===== src/rtl/uart_rx_param.sv =====
// uart_rx_param: parametrised UART receiver with a 2-flop line synchroniser,
// 3-sample majority voting, and registered per-frame error reporting.
// Ports:
//   clk, rst          single clock, asynchronous active-high reset
//   RX_IN             serial line (idle high, asynchronous to clk)
//   Prescale          oversampling ratio (even, >= 8), captured at frame start
//   PAR_EN, PAR_TYP   parity enable / type (0 even, 1 odd), captured at frame start
//   STOP2             two stop bits expected, captured at frame start
//   P_DATA            data of the last good frame
//   data_valid        1-cycle pulse when P_DATA is updated with a good frame
//   par_err, frm_err  1-cycle pulses reporting parity / stop-bit errors
module uart_rx_param #(
   parameter int unsigned DATA_W  = 8,
   parameter int unsigned PRESC_W = 6
) (
   input  logic               clk,
   input  logic               rst,
   input  logic               RX_IN,
   input  logic [PRESC_W-1:0] Prescale,
   input  logic               PAR_EN,
   input  logic               PAR_TYP,
   input  logic               STOP2,
   output logic [DATA_W-1:0]  P_DATA,
   output logic               data_valid,
   output logic               par_err,
   output logic               frm_err
);

   typedef enum logic [2:0] {
      IDLE, START, DATA, PARITY, STOP, STOP_2, DONE
   } state_t;

   state_t             state;
   logic [1:0]         sync;
   logic               rx_s;
   logic [PRESC_W-1:0] edge_cnt;
   logic [PRESC_W-1:0] presc_r;
   logic [PRESC_W-1:0] half;
   logic [3:0]         bit_cnt;
   logic               par_en_r;
   logic               par_typ_r;
   logic               stop2_r;
   logic [2:0]         samp;
   logic [DATA_W-1:0]  shreg;
   logic               err_p;
   logic               err_f;
   logic               at_last;
   logic               bit_v;
   logic               counting;

   assign rx_s     = sync[1];
   assign half     = presc_r >> 1;
   assign at_last  = (edge_cnt == presc_r - PRESC_W'(1));
   assign bit_v    = (samp[0] & samp[1]) | (samp[0] & samp[2]) | (samp[1] & samp[2]);
   assign counting = (state != IDLE) && (state != DONE);

   always_ff @(posedge clk or posedge rst) begin
      if (rst) begin
         state      <= IDLE;
         sync       <= 2'b11;
         edge_cnt   <= '0;
         presc_r    <= '0;
         bit_cnt    <= '0;
         par_en_r   <= 1'b0;
         par_typ_r  <= 1'b0;
         stop2_r    <= 1'b0;
         samp       <= '0;
         shreg      <= '0;
         err_p      <= 1'b0;
         err_f      <= 1'b0;
         P_DATA     <= '0;
         data_valid <= 1'b0;
         par_err    <= 1'b0;
         frm_err    <= 1'b0;
      end else begin
         sync       <= {sync[0], RX_IN};
         data_valid <= 1'b0;
         par_err    <= 1'b0;
         frm_err    <= 1'b0;

         // Bit-period timing and mid-bit sampling, active while a bit is being received
         if (counting) begin
            if (edge_cnt == half - PRESC_W'(1)) samp[0] <= rx_s;
            if (edge_cnt == half)               samp[1] <= rx_s;
            if (edge_cnt == half + PRESC_W'(1)) samp[2] <= rx_s;
            if (at_last) begin
               edge_cnt <= '0;
               bit_cnt  <= 4'(bit_cnt + 4'd1);
            end else begin
               edge_cnt <= edge_cnt + PRESC_W'(1);
            end
         end

         case (state)
            IDLE: begin
               if (!rx_s) begin
                  state     <= START;
                  presc_r   <= Prescale;
                  par_en_r  <= PAR_EN;
                  par_typ_r <= PAR_TYP;
                  stop2_r   <= STOP2;
                  err_p     <= 1'b0;
                  err_f     <= 1'b0;
               end
            end
            START: begin
               if (at_last) begin
                  if (bit_v) begin
                     // false start: back to idle with counters cleared
                     state    <= IDLE;
                     edge_cnt <= '0;
                     bit_cnt  <= '0;
                  end else begin
                     state <= DATA;
                  end
               end
            end
            DATA: begin
               if (at_last) begin
                  shreg <= {bit_v, shreg[DATA_W-1:1]};
                  // bit_cnt is 1 on the first data bit (the start bit wrapped once)
                  if (bit_cnt == 4'(DATA_W)) state <= par_en_r ? PARITY : STOP;
               end
            end
            PARITY: begin
               if (at_last) begin
                  err_p <= (^shreg) ^ bit_v ^ par_typ_r;
                  state <= STOP;
               end
            end
            STOP: begin
               if (at_last) begin
                  if (!bit_v) err_f <= 1'b1;
                  state <= stop2_r ? STOP_2 : DONE;
               end
            end
            STOP_2: begin
               if (at_last) begin
                  if (!bit_v) err_f <= 1'b1;
                  state <= DONE;
               end
            end
            DONE: begin
               if (!err_p && !err_f) begin
                  P_DATA     <= shreg;
                  data_valid <= 1'b1;
               end
               par_err  <= err_p;
               frm_err  <= err_f;
               state    <= IDLE;
               edge_cnt <= '0;
               bit_cnt  <= '0;
            end
            default: state <= IDLE;
         endcase
      end
   end

endmodule


===== config.mk =====
export PLATFORM = sky130hd
export DESIGN_NAME = uart_rx_param
export DESIGN_NICKNAME = d
export VERILOG_FILES = /design/src/rtl/uart_rx_param.sv
export SDC_FILE = /design/constraint.sdc
export NUM_CORES = 1
export LEC_CHECK = 0
export ABC_AREA = 1
export ABC_CLOCK_PERIOD_IN_PS = 2500
export BUFFER_PORTS_ARGS = -buffer_cell sky130_fd_sc_hd__buf_4
export CAP_MARGIN = 15
export CORE_UTILIZATION = 59
export CTS_CLUSTER_SIZE = 16
export DETAILED_ROUTE_END_ITERATION = 7
export PLACE_DENSITY = 0.85
export SETUP_SLACK_MARGIN = 0.3
export SLEW_MARGIN = 30
export SYNTH_ARGS = -nofsm -noshare
export SYNTH_HDL_FRONTEND = slang
export SYNTH_SLANG_ARGS = --single-unit

===== constraint.sdc =====
create_clock -name clk -period 2.5 [get_ports clk]
set_clock_uncertainty 0.2 [all_clocks]
set_input_delay 0.5 -clock clk [delete_from_list [all_inputs] [get_ports clk]]
set_output_delay 0.5 -clock clk [all_outputs]
set_load 0.01 [all_outputs]

# Word-level counts from Yosys, hierarchy flattened
# Index checks and enable logic that the tools add are counted.
word_totals:
  reg_bits: 48
  inputBits: 12
classes:
  n_bitwise: 8
  n_addsub: 5
  muxes: 31
  reduce_logical: 19
  n_eq_ne: 21
ops:
  columns: ["cell", "n"]
  rows:
  - ["$mux 3", 8]
  - ["$mux 6", 4]
  - ["$eq 6x6->1", 3]
  - ["$pmux 3 s6", 1]
  - ["$mux 4", 4]
  - ["$ne 2x2->1 const B", 8]
  - ["$pmux 6 s2", 1]
  - ["$reduce_and 2->1", 6]
  - ["$eq 3x3->1 const B", 3]
  - ["$mux 1", 8]
  - ["$pmux 4 s2", 1]
  - ["$reduce_xor 8->1", 1]
  - ["$reduce_and 7->1", 1]
  - ["$add 5x1->6 const B", 1]
  - ["$add 6x1->6 const B", 1]
  - ["$eq 3x2->1 const B", 2]
  - ["$eq 6x5->1", 1]
  - ["$sub 5x1->6 const B", 1]
  - ["$sub 6x1->6 const B", 1]
  - ["$add 4x1->4 const B", 1]
  - ["$eq 4x4->1 const B", 1]
  - ["$mux 2", 2]
  - ["$pmux 1 s2", 2]
  - ["$reduce_and 4->1", 1]
  - ["14 further kinds", 21]

# Depth between registers and ports, before layout
# Gate-level depths: netlist of the first run.
logic_depth:
  ltp_word: 7
  ltp_mapped: 15
  depth_no_buf: 15

# Worst setup path before layout of the first run
# Ideal clock, no wire load.
synth_path:
  path_kind: "register to register"
  startpoint: "reg presc_r[1]"
  endpoint: "reg shreg[1]"
  period_less_slack_ps: 1990
  setup_ps: 117
  n_path_buf: 1
  stages_incl_launch_ff: 15
  arrival_time_ps: 1673
  path_slack_ps: 510
  path_cell_list: "dfrtp_1 inv_1 ha_1 inv_1 nand2_1 nand2_1 nor2_1 nand3_1 nor2_4 nand2_4 inv_2 nand2_2 buf_6 nand2_2 o21ai_2"
synth_via:
  elab_chain_len: 3
synth_rtl:
  columns: ["element", "line", "text"]
  rows:
  - ["start: declaration", "37", "logic [PRESC_W-1:0] presc_r;"]
  - ["start signal: assignment", "98", "presc_r <= Prescale;"]
  - ["$sub 6x1->6", "53", "assign at_last = (edge_cnt == presc_r - PRESC_W'(1));"]
  - ["$eq 6x6->1", "53", null]
  - ["$reduce_and 2->1 (no line)", null, null]
  - ["end signal: assignment", "120", "shreg <= {bit_v, shreg[DATA_W-1:1]};"]
  - ["end: declaration", "44", "logic [DATA_W-1:0] shreg;"]
# Every way passes these cells.
# A chain may end at the register's enable or synchronous reset.

# Worst setup path after layout of the first run
layout_path:
  startpoint: "reg presc_r[1]"
  endpoint: "reg bit_cnt[0]"
layout_via:
  elab_chain_len: 7
layout_rtl:
  columns: ["element", "line", "text"]
  rows:
  - ["$sub 6x1->6 *", "53", null]
  - ["$eq 6x6->1 *", "53", null]
  - ["$mux 4", "86", "if (at_last) begin"]
  - ["$mux 4", "82", "if (counting) begin"]
  - ["$mux 4", "108", "if (bit_v) begin"]
  - ["$mux 4", "107", "if (at_last) begin"]
  - ["$pmux 4 s2 *", "94", "case (state)"]
  - ["end signal: assignment", "88", "bit_cnt <= 4'(bit_cnt + 4'd1);"]
  - ["end: declaration", "39", "logic [3:0] bit_cnt;"]
# Every way passes the cells marked *; elsewhere a longest branch is shown, timed or not.

==> results of run 1 <==
## flip-flops by register name, indices dropped and copies added, names as in the netlist, 2 cells and up
register and cells:
P_DATA 8, bit_cnt 4, presc_r 6, state 3, shreg 8, samp 3, edge_cnt 6, sync 2
## how the worst max path moves through the flow
stage	from	to	slack, ns	cells after the start
3_3_place_gp	presc_r[1]$_DFFE_PP0P_	shreg[7]$_DFFE_PP0P_	0.34	13
5_1_grt	presc_r[1]$_DFFE_PP0P_	bit_cnt[0]$_DFF_PP0_	0.21	14
4_1_cts	presc_r[1]$_DFFE_PP0P_	edge_cnt[5]$_DFF_PP0_	0.31	12
2_1_floorplan	presc_r[1]$_DFFE_PP0P_	shreg[1]$_DFFE_PP0P_	0.51	14
3_5_place_dp	presc_r[1]$_DFFE_PP0P_	shreg[3]$_DFFE_PP0P_	0.19	13
6_report	presc_r[1]$_DFFE_PP0P_	bit_cnt[0]$_DFF_PP0_	0.29	14
## worst reg2reg max path: stages, from the launching register on
cell and delay [ns]:
dfrtp_1 0.39, inv_2 0.09, ha_4 0.29, inv_2 0.03
nand2_1 0.05, nand2_1 0.08, nor2_2 0.11, nand3_2 0.11
nor2_4 0.18, nand2_8 0.12, nor2_4 0.18, inv_2 0.08
nand2_1 0.07, nand2_1 0.06, nor2_1 0.09
## through the flow
| stage | power (mW) | setup slack (ns) | utilization |
|---|---|---|---|
| 6_report | 3.955 | 0.2882 | 0.7304 |
| 5_1_grt | 4.269 | 0.2123 | 0.7304 |
| 4_1_cts | 3.698 | 0.3118 | 0.7058 |
| 3_5_place_dp | 3.144 | 0.1869 | 0.6738 |
| 3_3_place_gp | 3.072 | 0.3370 | 0.6738 |
| 2_1_floorplan | 2.691 | 0.5099 | - |
## cell type report
| cell class | instances | area share |
|---|---|---|
| clock buffer | 6 | 0.02561 |
| clock inverter | 2 | 0.004269 |
| inverter | 49 | 0.05782 |
| multi-input combinational | 246 | 0.4412 |
| sequential | 48 | 0.3733 |
| tap | 52 | 0.02018 |
| timing repair buffer | 33 | 0.07761 |
## cells in the final DEF, fill, tap and decap left out, drive strengths merged
cell         count
o2111ai          1
nand4            4
nor3             7
ha               7
a21o             1
nand2          106
nor4             1
clkbuf           6
dfstp            2
dlygate4sd3      1
dfrtp           46
o21ai           20
inv             50
nand3           20
xnor2           13
buf             32
nor2            38
o211a            1
a31oi            1
xor2            13
a21oi           12
clkinv           1
mux2             1
## power groups by stage
stage	combinational, mW	clock [mW]	sequential (mW)
6_report	2.14	0.497	1.32
5_1_grt	2.39	0.532	1.34
4_1_cts	1.88	0.505	1.31
3_5_place_dp	1.81	0	1.33
3_3_place_gp	1.75	0	1.32
2_1_floorplan	1.43	0	1.26
## timing repair
action                     in CTS  in global routing
gates resized for setup         4                 15
hold endpoints to repair       14                  0
pin swaps                       0                  5
setup endpoints to repair      16                 24
hold buffers                    1                  0
buffers inserted                1                  5
## cells by family after synthesis
group	after synthesis	synth area share
and+or+nand+nor	176	0.2756
buffers and inverters	55	0.08049
DFF	48	0.4375
AOI/OAI and AO/OA	36	0.08504
xor gates and xnor gates	26	0.08550
adders and majority gates	7	0.03183
muxes	1	0.004092
## layer usage
metal	vias up	global-route usage	share of wire
li1	1150	-	-
met1	1098	0.3409	0.43
met2	73	0.4328	0.50
met3	17	0.04329	0.048
met4	0	0.09333	0.027
met5	-	0	0
==> results.sh, run 1 <==
export IMPL_vias=2338
export IMPL_power_share_sequential=0.333
export IMPL_antenna_found_initial=0
export IMPL_maxSlewHeadroom=0.5836
export IMPL_coreArea_um2=4414
export IMPL_place_inst=421
export IMPL_dp_hpwl_um=4295
export IMPL_cap_violations=0
export IMPL_drt_initial_drc_count=246
export IMPL_setup_tns_ns=0
export IMPL_drc=0
export IMPL_fmax_mhz=452.1
export IMPL_critPathTopFamily="simple AND/OR/NAND/NOR gates"
export IMPL_synth_area_um2=2751
export IMPL_drv_slew=0
export IMPL_die_area_um2=4941
export IMPL_clk_latency_ns=0.31
export IMPL_path_cells="inv_2 > ha_4 > inv_2 > nand2_1 > nand2_1 > nor2_2 > nand3_2 > nor2_4 > nand2_8 > nor2_4 > inv_2 > nand2_1 > nand2_1 > nor2_1"
export IMPL_synth_commonest_cells="nand2_1, dfrtp_1, inv_1, nor2_1, nand3_1"
export IMPL_syn_num_nets=368
export IMPL_drtPass1Iterations=4
export IMPL_comb_power_share=0.541
export IMPL_crit_buf_inv=3
export IMPL_crit_arrival_ns=2.26
export IMPL_netlist_area_leader_share=0.4184
export IMPL_cp_slowest_cell="dfrtp_1"
export IMPL_synth_ff_type="dfrtp_1"
export IMPL_min_path_type="input port to register"
export IMPL_yosysTopAreaCell="dfrtp_1"
export IMPL_holdPathEnd="sync[0]$_DFF_PP1_"
export IMPL_seq_area_um2=1204
export IMPL_synth_edff_count=0
export IMPL_ys_ff_latch=48
export IMPL_pin_count=23
export IMPL_worst_path_max_fanout=7
export IMPL_critPathKind="register to register"
export IMPL_run_status="finished clean"
export IMPL_p_per_area_nw_per_um2=1227
export IMPL_internal_power_mw=2.124
export IMPL_hold_viol_final=0
export IMPL_worst_ep_required_time_ns=2.54
export IMPL_final_layout_size_suffix_gt1_frac=0.2344
export IMPL_reg2reg_slack_ns=0.29
export IMPL_grt_max_degree=19
export IMPL_cts_made_buffers=5
export IMPL_synth_cell_type_count=32
export IMPL_synth_most_common_cell="nand2_1"
export IMPL_wl_per_cell_um=13.85
export IMPL_finalInstanceArea_um2=3224
export IMPL_rows=24
export IMPL_final_nets=402
export IMPL_ys_async_sr_fraction=1.000
export IMPL_grt_ovfl_total=0
export IMPL_first_global_vias=2236
export IMPL_r2r_end="bit_cnt[0]$_DFF_PP0_"
export IMPL_swShare=0.4630
export IMPL_clkPwrFrac=0.126
export IMPL_netSwitchingPower_mw=1.831
export IMPL_hp_start="RX_IN"
export IMPL_instances_no_fill=436
export IMPL_multi_input_area_um2=1423
export IMPL_dpl_cell_area_um2=2974
export IMPL_worst_pin_slew_ns=0.6205
export IMPL_postSynthAreaPerCell_um2=7.884
export IMPL_crit_path_max_incr_delay_ns=0.39
export IMPL_period_needed_ns=2.212
export IMPL_critPathLaunchType="register"
export IMPL_final_period_utilization=0.8847
export IMPL_die_h_um=70.29
export IMPL_diodes=0
export IMPL_start_util=0.6233
export IMPL_synth_area_leaders="dfrtp_1, nand2_1, inv_1"
export IMPL_clock_sinks=48
export IMPL_r2r_cells=14
export IMPL_viasPerCell=5.362
export IMPL_cts_tree="built"
export IMPL_clkTransAtPathRegs_ns=0.09
export IMPL_track_usage=0.2600
export IMPL_setup_viol=0
export IMPL_yosys_warnings=0
export IMPL_gp_congestion=0.9614
export IMPL_rr_startpoint="presc_r[1]$_DFFE_PP0P_"
export IMPL_nFillCells=327
export IMPL_ys_seq_area_frac=0.4375
export IMPL_hold_slack_ns=0.08761
export IMPL_hold_depth=1
export IMPL_grt_pass1_wl_um=10160
export IMPL_htree_levels=2
export IMPL_syn_inst=349
export IMPL_worstSetupEndpointType="register"
export IMPL_irDropWorstVdd_uv=634.8
export IMPL_antenna_left=0
export IMPL_cts_buffer_depth=2
export IMPL_rsz0062_at_grt="yes"
export IMPL_area_growth_pct=17.19
export IMPL_finalWirelength_um=6038
export IMPL_die_width_um=70.29
export IMPL_power_leakage_nw=1.593
export IMPL_cpMostUsedCell="nand2_1"
export IMPL_port_buffers=22
export IMPL_root_buffer="clkbuf_8"
No activity file was read; power rests on OpenSTA's default activity.
==> inputs of run 2 (changes only) <==
CORE_MARGIN = 5   (was default)
==> run 2 against run 1 <==
Against the previous run: non-clock buffer count rose by 2; worst hold slack better by 0.0031 ns; largest power group unchanged; register-to-register slack improved by 0.08 ns; clock-buffer cell count unchanged; first-iteration DRC count down 38%; critical path type unchanged; sequential share of layout area decreased by 0.091 points; cell count is 0.46% higher; fmax grew 3.6%; core utilization down 0.24 points; sequential cell count is the same.
==> results.sh, run 2 (synthesis gave the netlist of run 1 again) <==
export IMPL_wl_per_cell_um=13.47
export IMPL_hold_slack_ns=0.09070
export IMPL_final_period_utilization=0.8536
export IMPL_pin_count=23
export IMPL_seq_area_um2=1205
export IMPL_hp_start="RX_IN"
export IMPL_area_growth_pct=17.60
export IMPL_run_status="finished clean"
export IMPL_grt_max_degree=21
export IMPL_rows=24
export IMPL_critPathLaunchType="register"
export IMPL_antenna_found_initial=0
export IMPL_min_path_type="input port to register"
export IMPL_antenna_left=0
export IMPL_port_buffers=22
export IMPL_crit_arrival_ns=2.13
export IMPL_gp_congestion=0.9827
export IMPL_grt_ovfl_total=0
export IMPL_swShare=0.4457
export IMPL_period_needed_ns=2.134
export IMPL_htree_levels=2
export IMPL_final_nets=404
export IMPL_power_share_sequential=0.335
export IMPL_critPathKind="register to register"
export IMPL_grt_pass1_wl_um=9611
export IMPL_worstSetupEndpointType="register"
export IMPL_worst_path_max_fanout=7
export IMPL_setup_viol=0
export IMPL_coreArea_um2=4444
export IMPL_dp_hpwl_um=4297
export IMPL_track_usage=0.1963
export IMPL_vias=2336
export IMPL_mostFrequentLayoutCell="nand2_1"
export IMPL_cts_buffer_depth=2
export IMPL_clk_latency_ns=0.31
export IMPL_setup_tns_ns=0
export IMPL_first_global_vias=2061
export IMPL_drtPass1Iterations=6
export IMPL_rr_startpoint="presc_r[0]$_DFFE_PP0P_"
export IMPL_drc=0
export IMPL_hold_viol_final=0
export IMPL_diodes=0
export IMPL_fmax_mhz=468.6
export IMPL_die_area_um2=6129
export IMPL_die_h_um=78.29
export IMPL_clkPwrFrac=0.150
export IMPL_dpl_cell_area_um2=2974
export IMPL_root_buffer="clkbuf_8"
export IMPL_clkTransAtPathRegs_ns=0.10
export IMPL_cts_made_buffers=5
export IMPL_rsz0062_at_grt="yes"
export IMPL_nFillCells=335
export IMPL_comb_power_share=0.515
export IMPL_multi_input_area_um2=1393
export IMPL_cp_startpoint="presc_r[0]$_DFFE_PP0P_"
export IMPL_drv_slew=0
export IMPL_final_layout_size_suffix_gt1_frac=0.2358
export IMPL_die_width_um=78.29
export IMPL_cts_tree="built"
export IMPL_layout_common_cells="nand2_1, dfrtp_1, nor2_1"
export IMPL_p_per_area_nw_per_um2=1222
export IMPL_netSwitchingPower_mw=1.763
export IMPL_finalInstanceArea_um2=3236
export IMPL_maxSlewHeadroom=0.6181
export IMPL_start_util=0.6191
export IMPL_worst_ep_required_time_ns=2.49
export IMPL_power_leakage_nw=1.610
export IMPL_worst_pin_slew_ns=0.5690
export IMPL_clock_sinks=48
export IMPL_internal_power_mw=2.192
export IMPL_finalWirelength_um=5901
export IMPL_drt_initial_drc_count=152
export IMPL_irDropWorstVdd_uv=654.9
export IMPL_top_regs="P_DATA x8, shreg x8"
export IMPL_viasPerCell=5.333
export IMPL_cap_violations=0
==> run 2: area by class of cell <==
type,count,share of cell area
flip-flops and latches,48,0.3724
inverters,49,0.05762
clock buffers,6,0.02552
repair buffers,35,0.08198
clock inverters,2,0.01199
multi-input cells,246,0.4304
well taps,52,0.02011
==> run 2: layer usage <==
metal	routed length, µm	up-vias	GRT usage
li1	-	1152	-
met1	2670	1087	0.2652
met2	2883	82	0.3202
met3	248	15	0.04119
met4	99	0	0.05944
met5	0	-	0
==> run 2: through the flow <==
step / worst slack (ns) / total power [mW] / util / instances
after floorplan: 0.5099 / 2.691 / - / 349
after global placement: 0.3250 / 3.077 / 0.6692 / 421
after detailed placement: 0.2119 / 3.139 / 0.6692 / 421
after CTS: 0.3556 / 3.760 / 0.7033 / 431
after global routing: 0.2670 / 4.276 / 0.7280 / 438
final: 0.3660 / 3.955 / 0.7280 / 438
==> run 2: worst max-delay path, cell delays in order, from the launching register on <==
cell     delay, ns
dfrtp_1       0.40
inv_2         0.07
ha_4          0.27
inv_2         0.03
nand2_2       0.05
nand2_1       0.05
nor2_1        0.12
nand3_2       0.12
nor2_4        0.15
nand2_4       0.13
o21ai_4       0.23
inv_2         0.08
nand2_4       0.09
nor2_1        0.05
==> run 2: timing repair <==
action / CTS / global route
pin swaps: 0 / 5
setup endpoints to repair: 15 / 23
setup buffers: 1 / 7
resized for setup: 2 / 14
hold buffers: 1 / 0
endpoints found under the hold margin: 14 / 0
cloned: 0 / 0
==> run 2: power by group through the flow <==
stage	logic [mW]	clock network, mW	registers, mW
2_1_floorplan	1.43	0	1.26
3_3_place_gp	1.76	0	1.32
3_5_place_dp	1.81	0	1.33
4_1_cts	1.85	0.600	1.31
5_1_grt	2.28	0.639	1.36
6_report	2.04	0.594	1.32
==> run 2: worst paths after layout <==
check,end,slack (ns),cells after the start
max,edge_cnt[0]$_DFF_PP0_,0.37,13
min,sync[0]$_DFF_PP1_,0.09,1
max reg2reg,edge_cnt[0]$_DFF_PP0_,0.37,13
min reg2reg,sync[1]$_DFF_PP1_,0.16,0
max in group asynchronous,state[0]$_DFFE_PP0P_,0.98,4
min in group asynchronous,samp[2]$_DFFE_PP0P_,0.54,3
==> inputs of run 3 (changes only) <==
ABC_CLOCK_PERIOD_IN_PS = 2400   (was 2500)
PLACE_DENSITY = 0.79   (was 0.85)
clock period = 2.4 ns   (was 2.5 ns; I/O delays follow)
==> run 3 against run 2 <==
Against the previous run: fmax increased by 0.92%; clock power decreased by 14%; final area decreased by 0.81%; worst setup slack got worse by 0.081 ns; first-iteration DRC count increased by 11%; core utilization decreased by 0.59 points; sequential power increased by 3%; critical path type unchanged; largest cell class unchanged.
==> results.sh, run 3 (synthesis gave the netlist of run 1 again) <==
export IMPL_path_cells="inv_2 > ha_4 > inv_2 > nand2_2 > nand2_1 > nor2_1 > nand3_1 > nor2_4 > nand2_4 > a21oi_4 > nand2_1 > nand2_1 > nand2_1"
export IMPL_dp_hpwl_um=4255
export IMPL_reg2reg_slack_ns=0.29
export IMPL_power_share_sequential=0.339
export IMPL_rsz0062_at_grt="yes"
export IMPL_worst_pin_slew_ns=0.6392
export IMPL_worst_slack_ns=0.2854
export IMPL_vias=2296
export IMPL_layout_common_cells="nand2_1, dfrtp_1, nor2_1"
export IMPL_htree_levels=2
export IMPL_run_status="finished clean"
export IMPL_rows=24
export IMPL_cts_made_buffers=5
export IMPL_r2r_cells=13
export IMPL_clkPwrFrac=0.126
export IMPL_track_usage=0.2084
export IMPL_internal_power_mw=2.165
export IMPL_crit_path_max_incr_delay_ns=0.39
export IMPL_r2r_end="state[1]$_DFFE_PP0P_"
export IMPL_cts_buffer_depth=2
export IMPL_drc=0
export IMPL_coreArea_um2=4444
export IMPL_rr_startpoint="presc_r[1]$_DFFE_PP0P_"
export IMPL_netSwitchingPower_mw=1.859
export IMPL_mostFrequentLayoutCell="nand2_1"
export IMPL_start_util=0.6191
export IMPL_setup_viol=0
export IMPL_critPathKind="register to register"
export IMPL_path_depth=13
export IMPL_cp_endpoint="state[1]$_DFFE_PP0P_"
export IMPL_worstSetupEndpointType="register"
export IMPL_power_leakage_nw=1.601
export IMPL_worst_ep_required_time_ns=2.39
export IMPL_final_nets=399
export IMPL_final_period_utilization=0.8811
export IMPL_period_needed_ns=2.115
export IMPL_root_buffer="clkbuf_8"
export IMPL_finalWirelength_um=5894
export IMPL_power_mw=4.024
export IMPL_clock_sinks=48
export IMPL_clkTransAtPathRegs_ns=0.09
export IMPL_drtPass1Iterations=7
export IMPL_drv_slew=0
export IMPL_drt_initial_drc_count=168
export IMPL_hold_viol_final=0
export IMPL_setup_tns_ns=0
export IMPL_grt_pass1_wl_um=10210
export IMPL_maxSlewHeadroom=0.5732
export IMPL_clk_latency_ns=0.31
export IMPL_crit_buf_inv=2
export IMPL_cpMostUsedCell="nand2_1"
export IMPL_top_regs="P_DATA x8, shreg x8"
export IMPL_antenna_left=0
export IMPL_min_path_type="input port to asynchronous set/reset pin"
export IMPL_antenna_found_initial=0
export IMPL_fmax_mhz=472.9
export IMPL_worst_path_max_fanout=7
export IMPL_cp_slowest_cell="dfrtp_1"
export IMPL_port_buffers=22
export IMPL_die_h_um=78.29
export IMPL_first_global_vias=2216
export IMPL_die_area_um2=6129
export IMPL_grt_max_degree=30
export IMPL_die_width_um=78.29
export IMPL_irDropWorstVdd_uv=705.0
export IMPL_critPathTopFamily="simple AND/OR/NAND/NOR gates"
export IMPL_area_growth_pct=16.64
export IMPL_wl_per_cell_um=13.61
export IMPL_comb_power_share=0.535
export IMPL_cap_violations=0
export IMPL_cp_startpoint="presc_r[1]$_DFFE_PP0P_"
export IMPL_pre_cts_ws_ns=0.1775
export IMPL_pin_count=23
export IMPL_grt_ovfl_total=0
export IMPL_cts_tree="built"
export IMPL_swShare=0.4620
export IMPL_final_layout_size_suffix_gt1_frac=0.2362
export IMPL_p_per_area_nw_per_um2=1254
export IMPL_viasPerCell=5.303
export IMPL_critPathLaunchType="register"
export IMPL_postCtsHoldBufs=0
export IMPL_gp_congestion=0.9434
export IMPL_crit_arrival_ns=2.10
export IMPL_post_route_util=0.7221
export IMPL_diodes=0
[run 3: metrics by stage]
stage / hold WS [ns] / cells / cell area [µm²]
floorplan: 0.1452 / 349 / 2751
global placement: 0.1498 / 420 / 2979
detailed placement: 0.1516 / 420 / 2979
CTS: 0.06491 / 432 / 3153
global route: 0.05508 / 433 / 3209
finish: 0.05479 / 433 / 3209
[run 3: cell type report]
type                       instances  area (µm²)
multi-input combinational        246        1416
fill                             327        1235
sequential                        48        1204
timing repair buffer              30       241.5
inverter                          49       186.4
clock buffer                       6       82.58
tap                               52       65.06
clock inverter                     2       13.76
[run 3: what timing repair did]
action                     CTS  global route
cloned                       0             0
setup endpoints to repair   21            24
gates resized for setup      8            13
setup buffers                4             1
pin swaps                    2             3
hold endpoints to repair     0             0
[run 3: metal layers]
| metal | share of wire | GRT usage | vias to the layer above |
|---|---|---|---|
| met5 | 0 | 0 | - |
| met4 | 0.024 | 0.08217 | 0 |
| met3 | 0.052 | 0.04119 | 15 |
| met2 | 0.49 | 0.3425 | 65 |
| met1 | 0.43 | 0.2725 | 1068 |
| li1 | - | - | 1148 |
[run 3: worst min path at each step]
stage	slack [ns]	depth (start not counted)	start	endpoint
after floorplan	0.15	0	sync[0]$_DFF_PP1_	sync[1]$_DFF_PP1_
after detailed placement	0.15	0	sync[0]$_DFF_PP1_	sync[1]$_DFF_PP1_
after CTS	0.06	1	RX_IN	sync[0]$_DFF_PP1_
final	0.05	2	rst	presc_r[4]$_DFFE_PP0P_
after global placement	0.15	0	sync[0]$_DFF_PP1_	sync[1]$_DFF_PP1_
after global routing	0.06	1	RX_IN	sync[0]$_DFF_PP1_
[run 3: power by group through the flow]
stage               clock, mW  sequential [mW]  combinational (mW)
floorplan                   0             1.31                1.49
global placement            0             1.36                1.85
detailed placement          0             1.37                1.90
CTS                     0.529             1.35                2.04
global route            0.570             1.40                2.42
finish                  0.509             1.36                2.15
